<file path="src/rtl/dice_pkg.sv">
// dice_pkg: shared widths, LFSR constants, roll FSM encoding and helpers for
// the dice front-end (dice_roll_unit, btn_debounce).
package dice_pkg;

  localparam int DICE_W    = 3;
  localparam int LFSR_W    = 16;
  localparam int TRY_W     = 3;
  localparam int MAX_TRIES = 7;

  localparam logic [LFSR_W-1:0] DEFAULT_SEED = 16'hACE1;
  // Feedback taps: b0, b2, b3, b5.
  localparam logic [LFSR_W-1:0] LFSR_TAPS    = 16'h002D;

  typedef enum logic {IDLE, DRAW} roll_state_t;

  // Per-player result as seen by the display/scoring stage.
  typedef struct packed {
    logic              rolled;
    logic [DICE_W-1:0] dice;
  } roll_rsp_t;

  // Fibonacci step: shift right, XOR of tapped bits enters at the MSB.
  function automatic logic [LFSR_W-1:0] lfsr_next(input logic [LFSR_W-1:0] s);
    return {^(s & LFSR_TAPS), s[LFSR_W-1:1]};
  endfunction

endpackage

</file>
<file path="src/rtl/btn_debounce.sv">
// btn_debounce: two-flop synchronizer, stability counter and rising-edge
// detector for one raw push-button.
//   clk, rst_n : clock, async active-low reset
//   btn_raw    : raw button level, asynchronous to clk
//   press      : one-cycle pulse on each accepted press (release is silent)
module btn_debounce #(
  parameter int DEB_CYCLES = 1000
) (
  input  logic clk,
  input  logic rst_n,
  input  logic btn_raw,
  output logic press
);

  localparam int CNT_W = (DEB_CYCLES > 2) ? $clog2(DEB_CYCLES) : 1;

  logic             sync1, sync2;
  logic             level, level_q;
  logic [CNT_W-1:0] cnt;

  always_ff @(posedge clk or negedge rst_n) begin
    if (!rst_n) begin
      sync1   <= 1'b0;
      sync2   <= 1'b0;
      level   <= 1'b0;
      level_q <= 1'b0;
      cnt     <= '0;
    end else begin
      sync1   <= btn_raw;
      sync2   <= sync1;
      level_q <= level;
      // Any cycle that agrees with the accepted level restarts the count,
      // so only DEB_CYCLES consecutive disagreeing samples flip it.
      if (sync2 == level) begin
        cnt <= '0;
      end else if (cnt == CNT_W'(DEB_CYCLES - 1)) begin
        level <= ~level;
        cnt   <= '0;
      end else begin
        cnt <= cnt + 1'b1;
      end
    end
  end

  assign press = level & ~level_q;

endmodule

</file>
<file path="src/rtl/dice_roll_unit.sv">
// dice_roll_unit: two-player dice front-end. Debounces both buttons, keeps a
// free-running 16-bit LFSR and runs one IDLE/DRAW roll FSM per player.
//   clk, rst_n     : clock, async active-low reset
//   btn1, btn2     : raw player buttons (active-high, asynchronous)
//   dice1, dice2   : last rolled value 1..6, 0 until first roll after reset
//   rolled1/2      : one-cycle strobe, dice* is new in this cycle
module dice_roll_unit
  import dice_pkg::*;
#(
  parameter int                DEB_CYCLES = 1000,
  parameter logic [LFSR_W-1:0] SEED       = DEFAULT_SEED
) (
  input  logic              clk,
  input  logic              rst_n,
  input  logic              btn1,
  input  logic              btn2,
  output logic [DICE_W-1:0] dice1,
  output logic [DICE_W-1:0] dice2,
  output logic              rolled1,
  output logic              rolled2
);

  localparam int NUM_LANES = 2;
  // Lane g samples lfsr[8g+2:8g]; disjoint bits keep simultaneous rolls independent.
  localparam int SAMPLE_STRIDE = 8;

  logic [NUM_LANES-1:0] btn_raw, press;
  logic [LFSR_W-1:0]    lfsr;
  roll_rsp_t [NUM_LANES-1:0] rsp;

  assign btn_raw = {btn2, btn1};

  btn_debounce #(.DEB_CYCLES(DEB_CYCLES)) u_deb [NUM_LANES-1:0] (
    .clk     (clk),
    .rst_n   (rst_n),
    .btn_raw (btn_raw),
    .press   (press)
  );

  always_ff @(posedge clk or negedge rst_n) begin
    if (!rst_n) lfsr <= SEED;
    else        lfsr <= lfsr_next(lfsr);
  end

  for (genvar g = 0; g < NUM_LANES; g++) begin : g_lane
    roll_state_t       state_q, state_d;
    logic [TRY_W-1:0]  try_q, try_d;
    logic [DICE_W-1:0] dice_q, dice_d, sample;
    logic              rolled_q, rolled_d;

    assign sample = lfsr[g*SAMPLE_STRIDE +: DICE_W];

    always_comb begin
      state_d  = state_q;
      try_d    = try_q;
      dice_d   = dice_q;
      rolled_d = 1'b0;
      case (state_q)
        IDLE: begin
          if (press[g]) begin
            state_d = DRAW;
            try_d   = '0;
          end
        end
        DRAW: begin
          // Presses arriving here are dropped, not queued.
          if (sample != '0 && sample != '1) begin
            dice_d   = sample;
            rolled_d = 1'b1;
            state_d  = IDLE;
          end else if (try_q == TRY_W'(MAX_TRIES)) begin
            // Last try: clamp 0 -> 1 and 7 -> 6 so a roll always completes.
            dice_d   = (sample == '0) ? DICE_W'(1) : DICE_W'(6);
            rolled_d = 1'b1;
            state_d  = IDLE;
          end else begin
            try_d = try_q + 1'b1;
          end
        end
        default: state_d = IDLE;
      endcase
    end

    always_ff @(posedge clk or negedge rst_n) begin
      if (!rst_n) begin
        state_q  <= IDLE;
        try_q    <= '0;
        dice_q   <= '0;
        rolled_q <= 1'b0;
      end else begin
        state_q  <= state_d;
        try_q    <= try_d;
        dice_q   <= dice_d;
        rolled_q <= rolled_d;
      end
    end

    assign rsp[g] = '{rolled: rolled_q, dice: dice_q};
  end

  assign dice1   = rsp[0].dice;
  assign rolled1 = rsp[0].rolled;
  assign dice2   = rsp[1].dice;
  assign rolled2 = rsp[1].rolled;

endmodule

</file>
<file path="config.mk">
export PLATFORM = sky130hd
export DESIGN_NAME = dice_roll_unit
export DESIGN_NICKNAME = d
export VERILOG_FILES = /design/src/rtl/dice_pkg.sv /design/src/rtl/btn_debounce.sv /design/src/rtl/dice_roll_unit.sv
export SDC_FILE = /design/constraint.sdc
export NUM_CORES = 1
export LEC_CHECK = 0
export BUFFER_PORTS_ARGS = -buffer_cell sky130_fd_sc_hd__buf_2
export CORE_ASPECT_RATIO = 2
export CORE_MARGIN = 10
export CORE_UTILIZATION = 50
export CTS_CLUSTER_SIZE = 28
export DETAILED_ROUTE_END_ITERATION = 6
export GPL_ROUTABILITY_DRIVEN = 0
export PLACE_DENSITY = 0.67
export SLEW_MARGIN = 20
export SYNTH_ARGS = -nofsm -noshare
export SYNTH_HDL_FRONTEND = slang
export SYNTH_SLANG_ARGS = --single-unit
</file>
<file path="constraint.sdc">
create_clock -name clk -period 3.5 [get_ports clk]
set_clock_uncertainty 0.1 [all_clocks]
set_input_delay 0.175 -clock clk [delete_from_list [all_inputs] [get_ports clk]]
set_output_delay 0.175 -clock clk [all_outputs]
set_load 0.02 [all_outputs]
</file>
[Word level (Yosys, flattened, before mapping)]
Index checks and enable logic that the tools add are counted.
Word-level totals
  word-level logic and storage cells: 94
  output and inout bits: 8
  flip-flop bits (word level): 60
Operators by class
  add/subtract/negate cells: 4
  equality and inequality tests: 14
  bitwise logic cells: 10
  muxes and demuxes: 32
  reductions and logical operators: 15
Operators by type and width (number)
  two-way mux 10 bit: 4
  two-way mux 3 bit: 12
  adder 10 x 1 -> 10 bit, second input constant: 2
  == test 10 bit, second input constant: 2
  XOR reduction 16 bit: 1
  two-way mux 1 bit: 12
  one-hot mux 3 bit (2 select lines): 2
  != test 2 bit, second input constant: 4
  NOT 1 bit: 8
  AND reduction 2 bit: 4
  adder 3 x 1 -> 3 bit, second input constant: 2
  == test 3 bit, second input constant: 2
  zero test 3 bit: 2
  != test 3 bit, second input constant: 2
  AND reduction 3 bit: 2
  nonzero test 3 bit: 2
  != test 2 x 1 -> 1 bit, second input constant: 2
  one-hot mux 1 bit (2 select lines): 2
  nonzero test 2 bit: 2
  bitwise AND 1 bit: 2
  == test 1 bit: 2
  logical AND 1 bit: 2

[Logic depth before layout (Yosys ltp)]
Gate-level depths: netlist (run 1).
  depth after elaboration: 4
  mapped depth: 5
  depth with buffers taken out: 5

[By module]
From an unflattened synthesis (run 1), not the netlist that was laid out.
Second synthesis, totals
  cell total of the unflattened synthesis: 217
  area, all modules: 2623.8 sq um
By module, submodules not included
  dice_roll_unit: times used 1, sequential area each 810.8 sq um, area each 1347.5 sq um, cells each 103
  btn_debounce: times used 2, sequential area each 350.3 sq um, area each 638.1 sq um, cells each 57

[Least setup slack after synthesis (run 1)]
No wires, ideal clock.
  path type: reg-to-reg
  start point: register g_lane[1].try_q[0]
  end point: register g_lane[1].dice_q[1], in the netlist dice2[1]
  slack: 1496 ps
  arrival: 1780 ps
  library setup time: 125 ps
  cell stages (with the launch flop): 6
  required time: 3275 ps
  path buffers: 0
  cells stage by stage: dfrtp_1 > ha_1 > ha_1 > or4_1 > nand3_1 > mux2_2
On the way
  word-level cells in the longest chain between the ends: 3
Ends and longest elaborated chain
  start, declared: line dice_roll_unit.sv:47  | logic [TRY_W-1:0] try_q, try_d;
  start signal, assigned: line dice_roll_unit.sv:92  | try_q <= try_d;
  == test 3 bit: line dice_roll_unit.sv:71  | end else if (try_q == TRY_W'(MAX_TRIES)) begin
  nonzero test 2 bit (no line)
  AND reduction 2 bit (no line)
  end signal, assigned: line dice_roll_unit.sv:93  | dice_q <= dice_d;
  end, declared: line dice_roll_unit.sv:48  | logic [DICE_W-1:0] dice_q, dice_d, sample;
No other way between the ends.
A chain may end at the register's enable or synchronous reset.

[Final worst setup path (run 1)]
  start point: register g_lane[1].try_q[0]
  end point: register g_lane[1].dice_q[2], in the netlist dice2[2]
The elaborated chain is that of the path after synthesis.

==> impl_results.md, run 1 <==
- CTS root buffer: clkbuf_8
- CTS buffer count: 9
- Actual slew at the worst max-slew pin: ~0.78 ns
- Commonest non-fill, non-tap cell in the layout: dfrtp_1
- Hold Vio Cnt, Final: 0
- Via Count: 1,511
- Post-route ant nets: 0
- Maximum level of the CTS H-tree: 3
- Clk pin slew, worst setup/hold paths: about 0.06 ns
- Min-Delay Endpoint: u_deb[0].sync2$_DFF_PN0_
- Syn Inst Count: around 190
- Initial Util: 0.518
- Die Footprint: 8150 um2
- Wire per inst: ~14 um
- Crit. End Element: register
- Std cell rows: 35
- Area of the core: ~4600 um2
- Vias in the first global route: 1,617
- Commonest non-fill, non-tap cells in the layout: dfrtp_1, inv_1, nand2_1, buf_2, nor2_1
- Reg2reg setup slack: 1.40 ns
- Die width: between 60 and 70 um
- Leakage: roughly 0.0013 uW
- Share of layout cells above drive strength 1: 0.196
- Yosys reg bits: 60
- Setup_tns: 0 ns
- Avg Cell Area, Syn: about 12 um2
- RSZ-0062 raised after global routing: no
- Die Ht: 118 um
- TritonRoute pass-1 iters: 3
- Critical path launch point type: register
- Power share of the sequential group: 0.577
- Critical-path maximum fanout: 4
- DR iter-0 viols: 44
- Max_slew headroom: 0.474
- Tmin final: ~2.1 ns
- Dominant cells by area after synthesis: dfrtp_1, dfstp_2, mux2i_1
- Worst VDD drop: 0.280 mV
- Routed wire length: 3860 um
- Post-CTS Setup Bufs: 0
- Top FF cell, synth: dfrtp_1
- FF-to-FF Start: g_lane[1].try_q[0]$_DFFE_PN0P_
- Post-DP Area: approximately 2500 um2
- Worst setup path class: register to register
- Asr flop ratio synth: 1.00
- Area Growth Syn to Fin: 13.1%
- Overflow after GRT: 0
- Final setup fails: 0
- Diode count: 0
- Final Slew Violations: 0
- HPWL after DPL: about 2800 um
- Io pins: 12
- Synthesized cell area: around 2400 um2
- IO Port Bufs: 11
- CTS sink count: 60
- CTS tree: done
- Initial antenna violation count: 0
- CTS Buffer Depth: 2
- Area share of the largest cell type after synthesis: 0.541
- HP Start: u_deb[0].sync1$_DFF_PN0_
- Cell taking the most area after synthesis: dfrtp_1
- Number of fillers in the final layout: about 400
- Post-synthesis sequential area ratio: 0.629
- MaxCap Viol Count: 0
- Hold Path Stages: 0
- Run status: completed
- Sw Ratio: 0.213
- Final Cell Area: about 2700 um2
- Overall Global Routing Usage: 0.102
- Hold Path Class: register to register
- Largest net degree at the start of global routing: 33
- Clock power share: 0.395
- Fin crit share: 0.599
- Number of synthesized flops with an enable pin: 0
- Storage cell area: 1510 um2
- Max Fclk: 477 MHz
- Net count after synthesis: around 200
- Worst Reg-to-Reg Cells: 5
- Capture point of the worst reg-to-reg path: dice2[2]$_DFFE_PN0P_
- Worst Path Required: ~3.6 ns
- CP arrival: between 2 and 2.5 ns
- Cell-internal power: 967 uW
- Drt via density: roughly 5.4
- Synth Warn #: 0
- Clock Latency Late Sink: around 0.33 ns
- Fin nets: about 230
- Setup crit start: g_lane[1].try_q[0]$_DFFE_PN0P_
- Area of the multi-input gates: 833 um2
- Switch Pwr: 262 uW
- DRC Markers: 0
- Power density over the cells: approximately 450 nW/um2
- First-pass GRT wire length: between 6000 and 7000 um
- Count of cell types in the netlist: 27
- Combinational share of power: 0.027
==> worst max-delay path, stage by stage, from the launching register on <==
cell     delay, ns
dfrtp_1       0.40
ha_1          0.20
ha_1          0.18
or4_1         0.54
nand3_1       0.20
mux2_2        0.36
==> metal layers <==
metal  GRT usage  up-vias  part of all wire
met5           0        -                 0
met3      0.0371       11             0.040
li1            -      734                 -
met4      0.0835        0             0.031
met2       0.178       19              0.55
met1      0.0883      747              0.38
==> stage by stage <==
stage,worst slack (ns),util,total power (uW),hold slack (ns),instances
6_report,1.40,0.586,1230,0.247,279
3_3_place_gp,1.47,0.546,752,0.139,260
5_1_grt,1.34,0.586,1280,0.253,279
3_5_place_dp,1.40,0.546,754,0.148,260
2_1_floorplan,1.50,-,734,-0.221,193
4_1_cts,1.39,0.586,1250,0.250,279
==> timing repair <==
item                       4_1_cts  5_1_grt
gates resized for setup          0        0
setup endpoints to repair        0        0
hold buffers                     3        0
hold endpoints to repair        29        0
==> state kept, by name (all words and copies together) (netlist names) <==
signal          flops
u_deb.cnt          20
lfsr               16
g_lane.try_q        6
dice1               3
dice2               3
g_lane.state_q      2
u_deb.level         2
u_deb.level_q       2
u_deb.sync1         2
u_deb.sync2         2
rolled1             1
rolled2             1
==> cells in the mapped netlist, types with 4 or more instances <==
library cell  instances
nand4_1               4
a31oi_1               4
or3_1                 6
nor2_1               10
mux2i_1               8
nand2_1              16
o211ai_1              4
dfstp_2               8
o21ai_0               4
nand3_1               7
inv_1                16
dfrtp_1              52
ha_1                  6
o31ai_1               4
or4_1                 5
a21oi_1               6
xor2_1                7
xnor2_1               6
mux2_2                6
==> cell families after synthesis <==
logic type	Yosys count	synth area share
DFF	60	0.629
and+or+nand+nor	58	0.134
AOI/OAI and AO/OA	24	0.0645
buffers and inverters	16	0.0250
muxes	14	0.0614
xor gates and xnor gates	13	0.0473
adders and majority gates	8	0.0395
==> final cells by class <==
type                       instances  area share
multi-input combinational        117       0.306
clock inverter                     3     0.00552
tap                               55      0.0253
timing repair buffer              15      0.0340
inverter                          16      0.0221
clock buffer                      13      0.0511
sequential                        60       0.556
==> worst max path at each step <==
stage,to,slack (ns),cells after the start
floorplan,dice2[1]$_DFFE_PN0P_,1.50,5
global placement,dice2[2]$_DFFE_PN0P_,1.47,5
detailed placement,dice2[2]$_DFFE_PN0P_,1.40,5
CTS,dice2[2]$_DFFE_PN0P_,1.39,5
global route,dice2[2]$_DFFE_PN0P_,1.34,5
finish,dice2[2]$_DFFE_PN0P_,1.40,5
==> power by group through the flow <==
stage / combinational [uW] / sequential, uW / clock, uW
after floorplan: 13.8 / 720 / 0
after global placement: 31.2 / 721 / 0
after detailed placement: 32.5 / 722 / 0
after CTS: 35.2 / 710 / 501
after global routing: 39.9 / 710 / 533
final: 33.7 / 710 / 486
Power figures use the tool's default switching activity.
==> run 2: changes to the inputs <==
--- a/config.mk
+++ b/config.mk
@@ -5,6 +5,7 @@
 export SDC_FILE = /design/constraint.sdc
 export NUM_CORES = 1
 export LEC_CHECK = 0
+export ABC_AREA = 1
 export BUFFER_PORTS_ARGS = -buffer_cell sky130_fd_sc_hd__buf_2
 export CORE_ASPECT_RATIO = 2
 export CORE_MARGIN = 10
==> constraint.sdc (replaced) <==
create_clock -name clk -period 1.95 [get_ports clk]
set_clock_uncertainty 0.1 [all_clocks]
set_input_delay 0.0975 -clock clk [delete_from_list [all_inputs] [get_ports clk]]
set_output_delay 0.0975 -clock clk [all_outputs]
set_load 0.02 [all_outputs]
==> run 2 against run 1 <==
Flip-flop and latch count unchanged. Synthesized cell count increased by 35%. Register-to-register slack got worse by 0.94 ns. Largest power group unchanged. Highest routed layer unchanged.
==> impl_results.md, run 2 <==
- Initial Util: 0.514
- Place WS: 0.476 ns
- Area share of the largest cell type after synthesis: 0.520
- Worst setup path class: register to register
- CTS buffer count: 9
- FF-to-FF Start: g_lane[0].try_q[0]$_DFFE_PN0P_
- Maximum level of the CTS H-tree: 3
- Worst VDD drop: 0.610 mV
- IO Port Bufs: 11
- Avg Cell Area, Syn: 9.62 um2
- Setup_tns: 0 ns
- Io pins: 12
- M1 WL: between 1500 and 2000 um
- Cell taking the most area after synthesis: dfrtp_1
- Net count after synthesis: 270
- CTS root buffer: clkbuf_8
- Most flop-heavy register: u_deb.cnt
- Post-CTS Setup Bufs: 0
- Via Count: around 1,700
- Synthesized cell area: approximately 2500 um2
- Power density over the cells: around 850 nW/um2
- Final Slew Violations: 0
- Asr flop ratio synth: 1.00
- Syn Inst Count: 260
- Clock Latency Late Sink: roughly 0.33 ns
- Yosys reg bits: 60
- Max Fclk: a little under 700 MHz
- Initial antenna violation count: 0
- Clk pin slew, worst setup/hold paths: ~0.070 ns
- Largest register FFs: 20
- Tmin final: 1.48 ns
- Count of cell types in the netlist: 25
- Critical-path maximum fanout: 4
- Routed wire length: 4120 um
- Met3 Wirelength: ~170 um
- Post-route worst setup slack: approximately 0.47 ns
- Fin nets: a little under 300
- DR top layer: met4
- First-pass GRT wire length: around 7700 um
- Setup crit start: g_lane[0].try_q[0]$_DFFE_PN0P_
- Crit. End Element: register
- Regs by FF count: u_deb.cnt (20), lfsr (16), g_lane.try_q (6)
- Met2 routed WL: between 2000 and 2500 um
- Commonest non-fill, non-tap cell in the layout: nand2_1
- CTS Buffer Depth: 2
- Overflow after GRT: 0
- Std cell rows: 36
- # hold bufs at CTS: 3
- Post-synthesis sequential area ratio: 0.604
- Die Footprint: around 8400 um2
- Post_cts resized: 0
- Drt via density: about 4.9
- Critical path launch point type: register
- Fin crit share: 0.760
- CP arrival: between 1.5 and 2 ns
- Wire per inst: about 12 um
- Dominant cells by area after synthesis: dfrtp_1, nand2_1, dfstp_2
- Share of layout cells above drive strength 1: 0.202
- Die width: roughly 70 um
- Actual slew at the worst max-slew pin: 0.408 ns
- MaxCap Viol Count: 0
- Area of the core: slightly below 5000 um2
- HPWL after DPL: approximately 3000 um
- CTS tree: done
- Worst Path Required: 2.07 ns
- Final setup fails: 0
- Area Growth Syn to Fin: 15.4%
- Overall Global Routing Usage: 0.112
- RSZ-0062 raised after global routing: no
- CTS sink count: 60
- Largest net degree at the start of global routing: 30
- Most frequent cell after synthesis: nand2_1
- Hold Path Class: primary input to async pin
- Commonest non-fill, non-tap cells in the layout: nand2_1, dfrtp_1, inv_1, nor2_1, nand3_1
- Hold Vio Cnt, Final: 0
- TritonRoute pass-1 iters: 4
- WHS: 0.124 ns
- Post-route ant nets: 0
- Max_slew headroom: 0.728
- Diode count: 0
- Synth cell count leaders: nand2_1, dfrtp_1, inv_1
- Top FF cell, synth: dfrtp_1
- Number of synthesized flops with an enable pin: 0
- DRC Markers: 0
- Vias in the first global route: 1,744
- Run status: completed
- Leakage: roughly 0.0014 uW
- Synth Warn #: 0
- DR iter-0 viols: 111
- Die Ht: around 120 um
==> run 2: logic make-up (layout without fill, tap and decap cells) <==
logic type                 Yosys count  after routing  share of synthesized area
and+or+nand+nor                    131            131                      0.241
DFF                                 60             60                      0.604
buffers and inverters               35             67                     0.0525
AOI/OAI and AO/OA                   21             21                     0.0455
xor gates and xnor gates             7              7                     0.0275
adders and majority gates            6              6                     0.0300
==> run 2: path summary, 6_finish.rpt <==
check | slack [ns] | depth (start not counted) | to
setup reg to reg | 0.47 | 6 | g_lane[0].try_q[0]$_DFFE_PN0P_
max in group asynchronous | 1.02 | 3 | lfsr[0]$_DFF_PN1_
setup / recovery | 0.47 | 6 | g_lane[0].try_q[0]$_DFFE_PN0P_
min in group clk | 0.25 | 0 | u_deb[0].sync2$_DFF_PN0_
hold / removal | 0.12 | 2 | lfsr[12]$_DFF_PN0_
hold reg to reg | 0.25 | 0 | u_deb[0].sync2$_DFF_PN0_
==> run 2: final cells by class <==
class / instances / area, um2
clock inverter: 6 / 63.8
inverter: 35 / 131
tap: 57 / 71.3
multi-input combinational: 165 / 860
timing repair buffer: 16 / 113
clock buffer: 10 / 138
sequential: 60 / 1510
fill: 426 / 1980
==> run 2: per-stage QoR <==
step	power (uW)	util	cell area, um2	cells
CTS	2480	0.594	2890	349
finish	2450	0.594	2890	349
detailed placement	1360	0.546	2660	330
floorplan	1320	-	2500	260
global route	2560	0.594	2890	349
global placement	1360	0.546	2660	330
==> run 2: worst max-delay path, stage by stage, from the launching register on <==
cell	delay [ns]
dfrtp_1	0.40
ha_1	0.21
ha_1	0.20
o22ai_1	0.17
nand2_1	0.12
nand2_1	0.08
o21ai_0	0.07
==> run 2: metal layers <==
layer	track usage	vias to the layer above
met5	0	-
met4	0.0633	0
met3	0.0446	4
met2	0.188	24
met1	0.114	801
li1	-	873
==> run 2: report_power, final <==
group          leakage, uW  switching [uW]  internal, uW  total [uW]
sequential        0.000795            12.1          1260        1270
clock            0.0000983             486           622        1110
combinational     0.000513            45.1          23.6        68.6
total              0.00141             544          1900        2450
==> run 3: changes to the inputs <==
--- a/config.mk
+++ b/config.mk
@@ -5,7 +5,7 @@
 export SDC_FILE = /design/constraint.sdc
 export NUM_CORES = 1
 export LEC_CHECK = 0
-export ABC_AREA = 1
+export ABC_AREA = 0
 export BUFFER_PORTS_ARGS = -buffer_cell sky130_fd_sc_hd__buf_2
 export CORE_ASPECT_RATIO = 2
 export CORE_MARGIN = 10
==> constraint.sdc (replaced) <==
create_clock -name clk -period 1.5 [get_ports clk]
set_clock_uncertainty 0.1 [all_clocks]
set_input_delay 0.075 -clock clk [delete_from_list [all_inputs] [get_ports clk]]
set_output_delay 0.075 -clock clk [all_outputs]
set_load 0.02 [all_outputs]
==> run 3 against run 2 <==
The run now ends with negative setup slack left. Critical path depth decreased by 1. Setup slack got worse by 0.88 ns. Flip-flop and latch count unchanged. Sequential power increased by 31%. Core utilization increased by 12 points. Final cell count decreased by 7.2%. Design area increased by 15%. Largest cell class unchanged.
==> impl_results.md, run 3 (synthesized netlist as in run 1, its figures left out) <==
- Wire per inst: roughly 16 um
- Via Count: around 1,800
- Power density over the cells: ~960 nW/um2
- IO Port Bufs: 11
- Worst Path Required: about 1.6 ns
- Area of the core: roughly 4600 um2
- Place WS: -0.394 ns
- Tmin final: ~1.9 ns
- Max_slew headroom: 0.720
- Std cell rows: 35
- Largest net degree at the start of global routing: 48
- Share of layout cells above drive strength 1: 0.446
- Commonest non-fill, non-tap cells in the layout: dfrtp_1, buf_4, nand2_1, inv_1, buf_2
- Maximum level of the CTS H-tree: 3
- Overflow after GRT: 0
- DR iter-0 viols: between 70 and 80
- Diode count: 0
- Die width: ~69 um
- Critical-path maximum fanout: 3
- Fin crit share: 1.27
- CTS root buffer: clkbuf_8
- WHS: between 0.08 and 0.09 ns
- TritonRoute pass-1 iters: 4
- Fin nets: 274
- Vias in the first global route: between 1,500 and 2,000
- Regs by FF count: u_deb.cnt (20), lfsr (16), g_lane.try_q (6)
- Overall Global Routing Usage: 0.124
- Leakage: ~0.0016 uW
- Hold Vio Cnt, Final: 0
- Drt via density: about 5.5
- HPWL after DPL: 3310 um
- Post-route ant nets: 0
- Final Cell Area: between 3000 and 4000 um2
- Clk pin slew, worst setup/hold paths: about 0.070 ns
- Die Footprint: ~8200 um2
- Final setup fails: 27
- Crit. End Element: register
- Routed wire length: between 5000 and 6000 um
- Worst VDD drop: between 0.9 and 1 mV
- Largest register FFs: 20
- Hold Path Class: primary input to async pin
- Post-DP Area: 2810 um2
- CP arrival: 2.03 ns
- RSZ-0062 raised after global routing: yes
- Clock Latency Late Sink: about 0.33 ns
- CTS Buffer Depth: 2
- Most flop-heavy register: u_deb.cnt
- CTS buffer count: 9
- Commonest non-fill, non-tap cell in the layout: dfrtp_1
- Die Ht: about 120 um
- Actual slew at the worst max-slew pin: about 0.42 ns
- Run status: complete, but fails checks
- Initial Util: 0.518
- Post-route worst setup slack: -0.411 ns
- First-pass GRT wire length: approximately 8300 um
- CTS sink count: 60
- Io pins: 12
- Failing checks: negative setup slack
- DRC Markers: 0
- Final Slew Violations: 0
- Number of fillers in the final layout: between 300 and 400
- Initial antenna violation count: 0
- MaxCap Viol Count: 0
- Max Fclk: roughly 520 MHz
- Worst setup path class: register to register
- Area Growth Syn to Fin: 38.2%
- Critical path launch point type: register
- CTS tree: done
-- run 3: cell count changes in the layout (fill, tap and decap cells not counted), sizes merged, moves of 8 or more --
cell   change
mux2i      +8
o21ai      -9
buf       +44
nor2      -28
nand2     -49
inv       -19
nand3     -13
-- run 3: worst paths after layout --
path	startpoint	to	slack, ns	depth (start not counted)
hold / removal	rst_n	g_lane[0].try_q[2]$_DFFE_PN0P_	0.09	2
hold reg to reg	lfsr[7]$_DFF_PN1_	lfsr[6]$_DFF_PN1_	0.25	0
min in group clk	lfsr[7]$_DFF_PN1_	lfsr[6]$_DFF_PN1_	0.25	0
max in group asynchronous	rst_n	lfsr[7]$_DFF_PN1_	0.59	3
setup reg to reg	g_lane[1].try_q[1]$_DFFE_PN0P_	dice2[1]$_DFFE_PN0P_	-0.41	5
setup / recovery	g_lane[1].try_q[1]$_DFFE_PN0P_	dice2[1]$_DFFE_PN0P_	-0.41	5
-- run 3: worst max-delay path, cell delays in order, from the launching register on --
cell and delay (ns):
dfrtp_1 0.39, ha_2 0.21, ha_4 0.16, or4_4 0.54, nand3_4 0.10, mux2_4 0.31
-- run 3: metal layers --
metal / share of wire / vias to the layer above / global-route usage
met2: 0.59 / 33 / 0.228
met4: 0.033 / 0 / 0.0823
li1: - / 817 / -
met1: 0.34 / 896 / 0.109
met5: 0 / - / 0
met3: 0.033 / 20 / 0.0414
-- run 3: area by class of cell --
type | instances | area (um2) | share of cell area
clock buffers | 13 | 149 | 0.0448
clock inverters | 3 | 40.0 | 0.0120
inverters | 16 | 60.1 | 0.0181
multi-input cells | 117 | 1020 | 0.306
flip-flops and latches | 60 | 1520 | 0.456
well taps | 55 | 68.8 | 0.0207
repair buffers | 60 | 473 | 0.142
-- run 3: power by group --
group | leakage (uW) | internal [uW] | switching [uW]
Sequential | 0.000790 | 1640 | 16.5
Combinational | 0.000678 | 55.9 | 71.4
Clock | 0.0000974 | 809 | 584
-- run 3: per-stage QoR --
stage	std cells	setup TNS (ns)	utilization	total power [uW]
floorplan	193	-3.43	-	1710
finish	324	-5.04	0.716	3180
global placement	286	-3.97	0.605	1780
detailed placement	286	-4.80	0.605	1790
global route	324	-6.67	0.716	3310
CTS	312	-4.75	0.675	3190
-- run 3: timing repair --
action	CTS	global route
gates resized for setup	12	27
pin swaps	9	15
setup endpoints to repair	26	34
hold buffers	3	0
endpoints found under the hold margin	54	0
setup buffers	7	12
